### src/rtl/freq_period_meter.sv
// freq_period_meter: measures high/low phase lengths of SigIn (divider output) in Clk cycles.
// Latency: Valid one cycle after s0 shows the closing rise; s0 trails SigIn by 1 cycle (3 with sync).
// Backpressure: none; results are overwritten each period, Valid/Timeout are one-cycle strobes.
// Build macro FREQ_PERIOD_METER_SYNC_EN inserts a two-flop synchronizer ahead of s0.
module freq_period_meter #(
  parameter int unsigned CNT_W       = 32,
  parameter int unsigned TIMEOUT_CYC = 65535
) (
  input  logic             Clk,
  input  logic             Reset,
  input  logic             SigIn,
  input  logic             Start,
  input  logic             Continuous,
  output logic [CNT_W-1:0] HighCnt,
  output logic [CNT_W-1:0] LowCnt,
  output logic [CNT_W-1:0] Period,
  output logic             Valid,
  output logic             Busy,
  output logic             Timeout
);

  localparam logic [CNT_W-1:0] CNT_MAX = {CNT_W{1'b1}};
  localparam logic [31:0]      WD_LIMIT = 32'(TIMEOUT_CYC);

  typedef enum logic [1:0] {
    IDLE = 2'd0,
    ARM  = 2'd1,
    HIGH = 2'd2,
    LOW  = 2'd3
  } state_t;

  state_t           state;
  logic             sig_sync;
  logic             s0;
  logic             prev;
  logic             rise;
  logic             fall;
  logic             any_edge;
  logic             expire;
  logic [31:0]      wd_cnt;
  logic [CNT_W-1:0] high_cnt;
  logic [CNT_W-1:0] low_cnt;
  logic [CNT_W:0]   period_sum;
  logic [CNT_W-1:0] period_sat;

  // Saturating increment: counters stick at all-ones instead of wrapping.
  function automatic logic [CNT_W-1:0] sat_inc(input logic [CNT_W-1:0] v);
    return (v == CNT_MAX) ? v : v + CNT_W'(1);
  endfunction

`ifdef FREQ_PERIOD_METER_SYNC_EN
  logic sync_a;
  logic sync_b;

  // Two-flop synchronizer: the divider output may toggle on either Clk edge.
  always_ff @(posedge Clk) begin
    if (Reset) begin
      sync_a <= 1'b0;
      sync_b <= 1'b0;
    end else begin
      sync_a <= SigIn;
      sync_b <= sync_a;
    end
  end

  assign sig_sync = sync_b;
`else
  assign sig_sync = SigIn;
`endif

  // Sample register s0 and its one-cycle-delayed copy for edge detection.
  always_ff @(posedge Clk) begin
    if (Reset) begin
      s0   <= 1'b0;
      prev <= 1'b0;
    end else begin
      s0   <= sig_sync;
      prev <= s0;
    end
  end

  assign rise     = s0 & ~prev;
  assign fall     = ~s0 & prev;
  assign any_edge = rise | fall;
  // An edge in the expiry cycle wins, so expiry requires a quiet cycle.
  assign expire   = ~any_edge & (wd_cnt == WD_LIMIT);

  // Period is summed one bit wider so saturation is independent of the phase counters.
  assign period_sum = {1'b0, high_cnt} + {1'b0, low_cnt};
  assign period_sat = period_sum[CNT_W] ? CNT_MAX : period_sum[CNT_W-1:0];

  // Measurement FSM with watchdog; all outputs are registered here.
  always_ff @(posedge Clk) begin
    if (Reset) begin
      state    <= IDLE;
      wd_cnt   <= '0;
      high_cnt <= '0;
      low_cnt  <= '0;
      HighCnt  <= '0;
      LowCnt   <= '0;
      Period   <= '0;
      Valid    <= 1'b0;
      Busy     <= 1'b0;
      Timeout  <= 1'b0;
    end else begin
      Valid   <= 1'b0;
      Timeout <= 1'b0;
      if (state == IDLE) begin
        if (Start) begin
          state  <= ARM;
          Busy   <= 1'b1;
          wd_cnt <= '0;
        end
      end else if (expire) begin
        // Watchdog abort: results stay at their previous values.
        state   <= IDLE;
        Busy    <= 1'b0;
        Timeout <= 1'b1;
      end else begin
        wd_cnt <= any_edge ? 32'd0 : wd_cnt + 32'd1;
        case (state)
          ARM: begin
            // Only a genuine rise starts a period, so a partial high phase is skipped.
            if (rise) begin
              state    <= HIGH;
              high_cnt <= CNT_W'(1);
            end
          end
          HIGH: begin
            if (fall) begin
              state   <= LOW;
              low_cnt <= CNT_W'(1);
            end else if (s0) begin
              high_cnt <= sat_inc(high_cnt);
            end
          end
          LOW: begin
            if (rise) begin
              HighCnt <= high_cnt;
              LowCnt  <= low_cnt;
              Period  <= period_sat;
              Valid   <= 1'b1;
              if (Continuous) begin
                // The closing rise is the first high cycle of the next period.
                state    <= HIGH;
                high_cnt <= CNT_W'(1);
              end else begin
                state <= IDLE;
                Busy  <= 1'b0;
              end
            end else if (!s0) begin
              low_cnt <= sat_inc(low_cnt);
            end
          end
          default: begin
            state <= IDLE;
            Busy  <= 1'b0;
          end
        endcase
      end
    end
  end

endmodule

### config.mk
export PLATFORM = sky130hd
export DESIGN_NAME = freq_period_meter
export DESIGN_NICKNAME = d
export VERILOG_FILES = /design/src/rtl/freq_period_meter.sv
export SDC_FILE = /design/constraint.sdc
export NUM_CORES = 1
export LEC_CHECK = 0
export CAP_MARGIN = 20
export CELL_PAD_IN_SITES_DETAIL_PLACEMENT = 0
export CELL_PAD_IN_SITES_GLOBAL_PLACEMENT = 2
export CORE_ASPECT_RATIO = 0.75
export CORE_MARGIN = 2
export CORE_UTILIZATION = 37
export DETAILED_ROUTE_END_ITERATION = 8
export PLACE_DENSITY = 0.84
export SKIP_LAST_GASP = 1
export SYNTH_ARGS = -nofsm -noshare
export SYNTH_HDL_FRONTEND = slang
export SYNTH_SLANG_ARGS = --single-unit
export TNS_END_PERCENT = 20
### constraint.sdc
create_clock -name Clk -period 5.11 [get_ports Clk]
set_clock_uncertainty 0.2 [all_clocks]
set_input_delay 0.7665 -clock Clk [delete_from_list [all_inputs] [get_ports Clk]]
set_output_delay 0.7665 -clock Clk [all_outputs]
set_load 0.01 [all_outputs]
==> impl_metrics.ini <==
[synthesis]
synth_edf_count = 0
synth_seq_area_share_pct = 38.8
ys_top_cells_by_area = dfxtp_1 (39%), nand2_1 (8.3%), a21oi_1 (7.5%)
netlist_instances = 1299
synth_largest_area_cell = dfxtp_1
synth_fp_nets = 1349
synth_most_common_cell = nand2_1
syn_avg_cell_area_um2 = 7.90
synth_top_area_share_pct = 38.8
synthArstFlopShare_pct = 0
synth_cell_type_count = 74
synth_area_mm2 = 0.0103
yosys_warnings = 0
yosys-top-cells-count = nand2_1 (226), dfxtp_1 (199), a21oi_1 (154)
synth_seq_cells = 199
synth_ff_type = dfxtp_1

[timing]
whs_ns = 0.255
fmax_mhz = 283
timing.setup.tns_ns = 0
min_period_ns = 3.53
slew_viol_final = 0
rsz0062_at_grt = no
final_hold_viol_count = 0
finalSetupViolCount = 0
worstMarginPinSlew_ns = 0.783
period_share_pct = 69.2
finalWorstSetupSlack_ns = 1.58
slew_headroom_pct = 47.8

[clocking]
clk_pin_slew_worst_paths_ns = 0.08
post-cts-setup-buffer-count = 0
cts_hold_buf = 0
cts_buffers = 17
clkLatencyLatePin_ns = 0.45
clock-sinks = 199
htree_num_levels = 4
cts_tree = done
ctsRootBufferMaster = clkbuf_16
postCtsResizedCells = 0
clockBufferDepth = 2

[power]
p_sw_mw = 0.914
finalPower_mw = 3.23
combPwrFrac_pct = 9.6
switching_share_pct = 28.3
peakVddDrop_v = 0.000233
p_leak_nw = 4.13
intPower_mw = 2.31
clkPwrFrac_pct = 41.6
pwr-share-seq_pct = 48.8
powerDensity_mw_per_mm2 = 267

[floorplan]
die_width_um = 196
io_pins = 104
initial_utilization_pct = 37.8
die_area_mm2 = 0.0291
fp.coreArea_mm2 = 0.0271
rows = 52
die_h_um = 148

[placement]
dpl_cell_area_mm2 = 0.0115
dp_hpwl_um = 22300
io_buffer_count = 103
placed_cells = 1693
place_worst_setup_slack_ns = 1.57
gp_congestion = 0.835

[drt]
drt_iter0_drc = 693
routed_wl_um = 30900
routedWlPerCell_um = 17.9
via_count = 9334
antenna_left = 0
dr.pass1.iters = 5
via_per_inst = 5.41
route.detailed.drc = 0

[worst_setup_path]
startpoint_type = flop
worstPathRequired_ns = 5.20
cp_max_fo = 15
critical_path_class = flop to flop
cp-end-kind = flop
arrival_ns = 3.63

[final_layout]
fin_area_mm2 = 0.0121
syn_to_final_growth_pct = 17.9
final_layout_size_suffix_gt1_share_pct = 5.02
fin_nets = 1412
final_cells = 1726
n_antenna_cell = 0
finish.utilization_pct = 44.6

[grt]
grt_max_degree = 66
antenna_found_initial = 0
grt_pass1_wl_um = 49100
grt_use_total_pct = 21.3
grt_overflow = 0
grt_pass1_vias = 8406

[hold_path]
hp-class = flop to flop

[status]
status = completed

[run]
cap_viol_max_count = 0
[power by group through the flow]
stage	logic [mW]	registers (mW)	clock network [mW]
floorplan	0.232	1.61	0
global placement	0.309	1.61	0
detailed placement	0.307	1.61	0
CTS	0.309	1.58	1.39
global route	0.350	1.58	1.44
finish	0.309	1.58	1.34
[per-layer routing]
layer  track usage [%]  part of all wire, %  vias to the layer above
li1                  -                    -                     4713
met1              35.2                   56                     4413
met2              28.5                   39                      194
met3              3.24                  4.0                       14
met4              3.67                 0.62                        0
met5                 0                    0                        -
[kinds of logic (layout without fill, tap and decap cells)]
logic type	after synthesis	count (layout)	share of synthesized area (%)
buffers and inverters	96	172	3.95
multiplexers	3	3	0.293
XOR/XNOR	66	66	5.64
flip-flops	199	199	38.8
AO/OA/AOI/OAI	335	335	20.5
AND/OR/NAND/NOR	555	555	25.2
adder cells (fa/ha/maj)	45	45	5.56
[sequential cells by signal (all words and copies together), names as in the netlist]
signal,cells
state,2
LowCnt,32
HighCnt,32
Period,32
Timeout,1
high_cnt,32
low_cnt,32
prev,1
Busy,1
s0,1
wd_cnt,32
Valid,1
[worst max-delay path, cell delays in order (launching register included)]
cell,delay [ns]
dfxtp_1,0.55
ha_1,0.27
and3_1,0.28
nand4_1,0.28
nor4_2,0.56
nand2_1,0.21
o21a_1,0.35
nand2_1,0.43
or3_1,0.19
a21oi_1,0.06
[final timing paths]
path / startpoint / to / slack [ns] / cells after the start
min reg2reg: LowCnt[19]$_SDFFE_PP0P_ / LowCnt[19]$_SDFFE_PP0P_ / 0.26 / 2
max reg2reg: high_cnt[1]$_SDFFE_PP0P_ / high_cnt[15]$_SDFFE_PP0P_ / 1.58 / 9
max: high_cnt[1]$_SDFFE_PP0P_ / high_cnt[15]$_SDFFE_PP0P_ / 1.58 / 9
min: LowCnt[19]$_SDFFE_PP0P_ / LowCnt[19]$_SDFFE_PP0P_ / 0.26 / 2
[layout make-up]
cell class,instances,area (µm²)
repair buffers,111,1110
flip-flops and latches,199,3980
fillers,2737,15000
well taps,351,439
multi-input cells,1004,5880
clock inverters,14,130
clock buffers,18,439
inverters,29,109
[placed cells by master, fill, tap and decap left out, drive strengths merged, types with 3 or more instances in the layout]
cell / count
xnor2: 20
a211oi: 41
nand4: 28
o21bai: 3
nand2b: 3
and2: 6
a21oi: 156
buf: 9
xor2: 46
and3: 22
o21a: 4
o21ai: 63
nor2b: 7
nand2: 226
nor2: 141
a21o: 19
nor3: 18
clkinv: 3
ha: 44
o2111a: 3
clkdlybuf4s50: 102
nand3b: 12
inv: 38
and4: 7
dfxtp: 199
o211ai: 7
a311oi: 8
a31oi: 9
mux2i: 3
nor4: 8
nand4b: 5
or4: 5
nand3: 39
or3: 23
clkbuf: 18
o31ai: 3
Power figures use the tool's default switching activity.
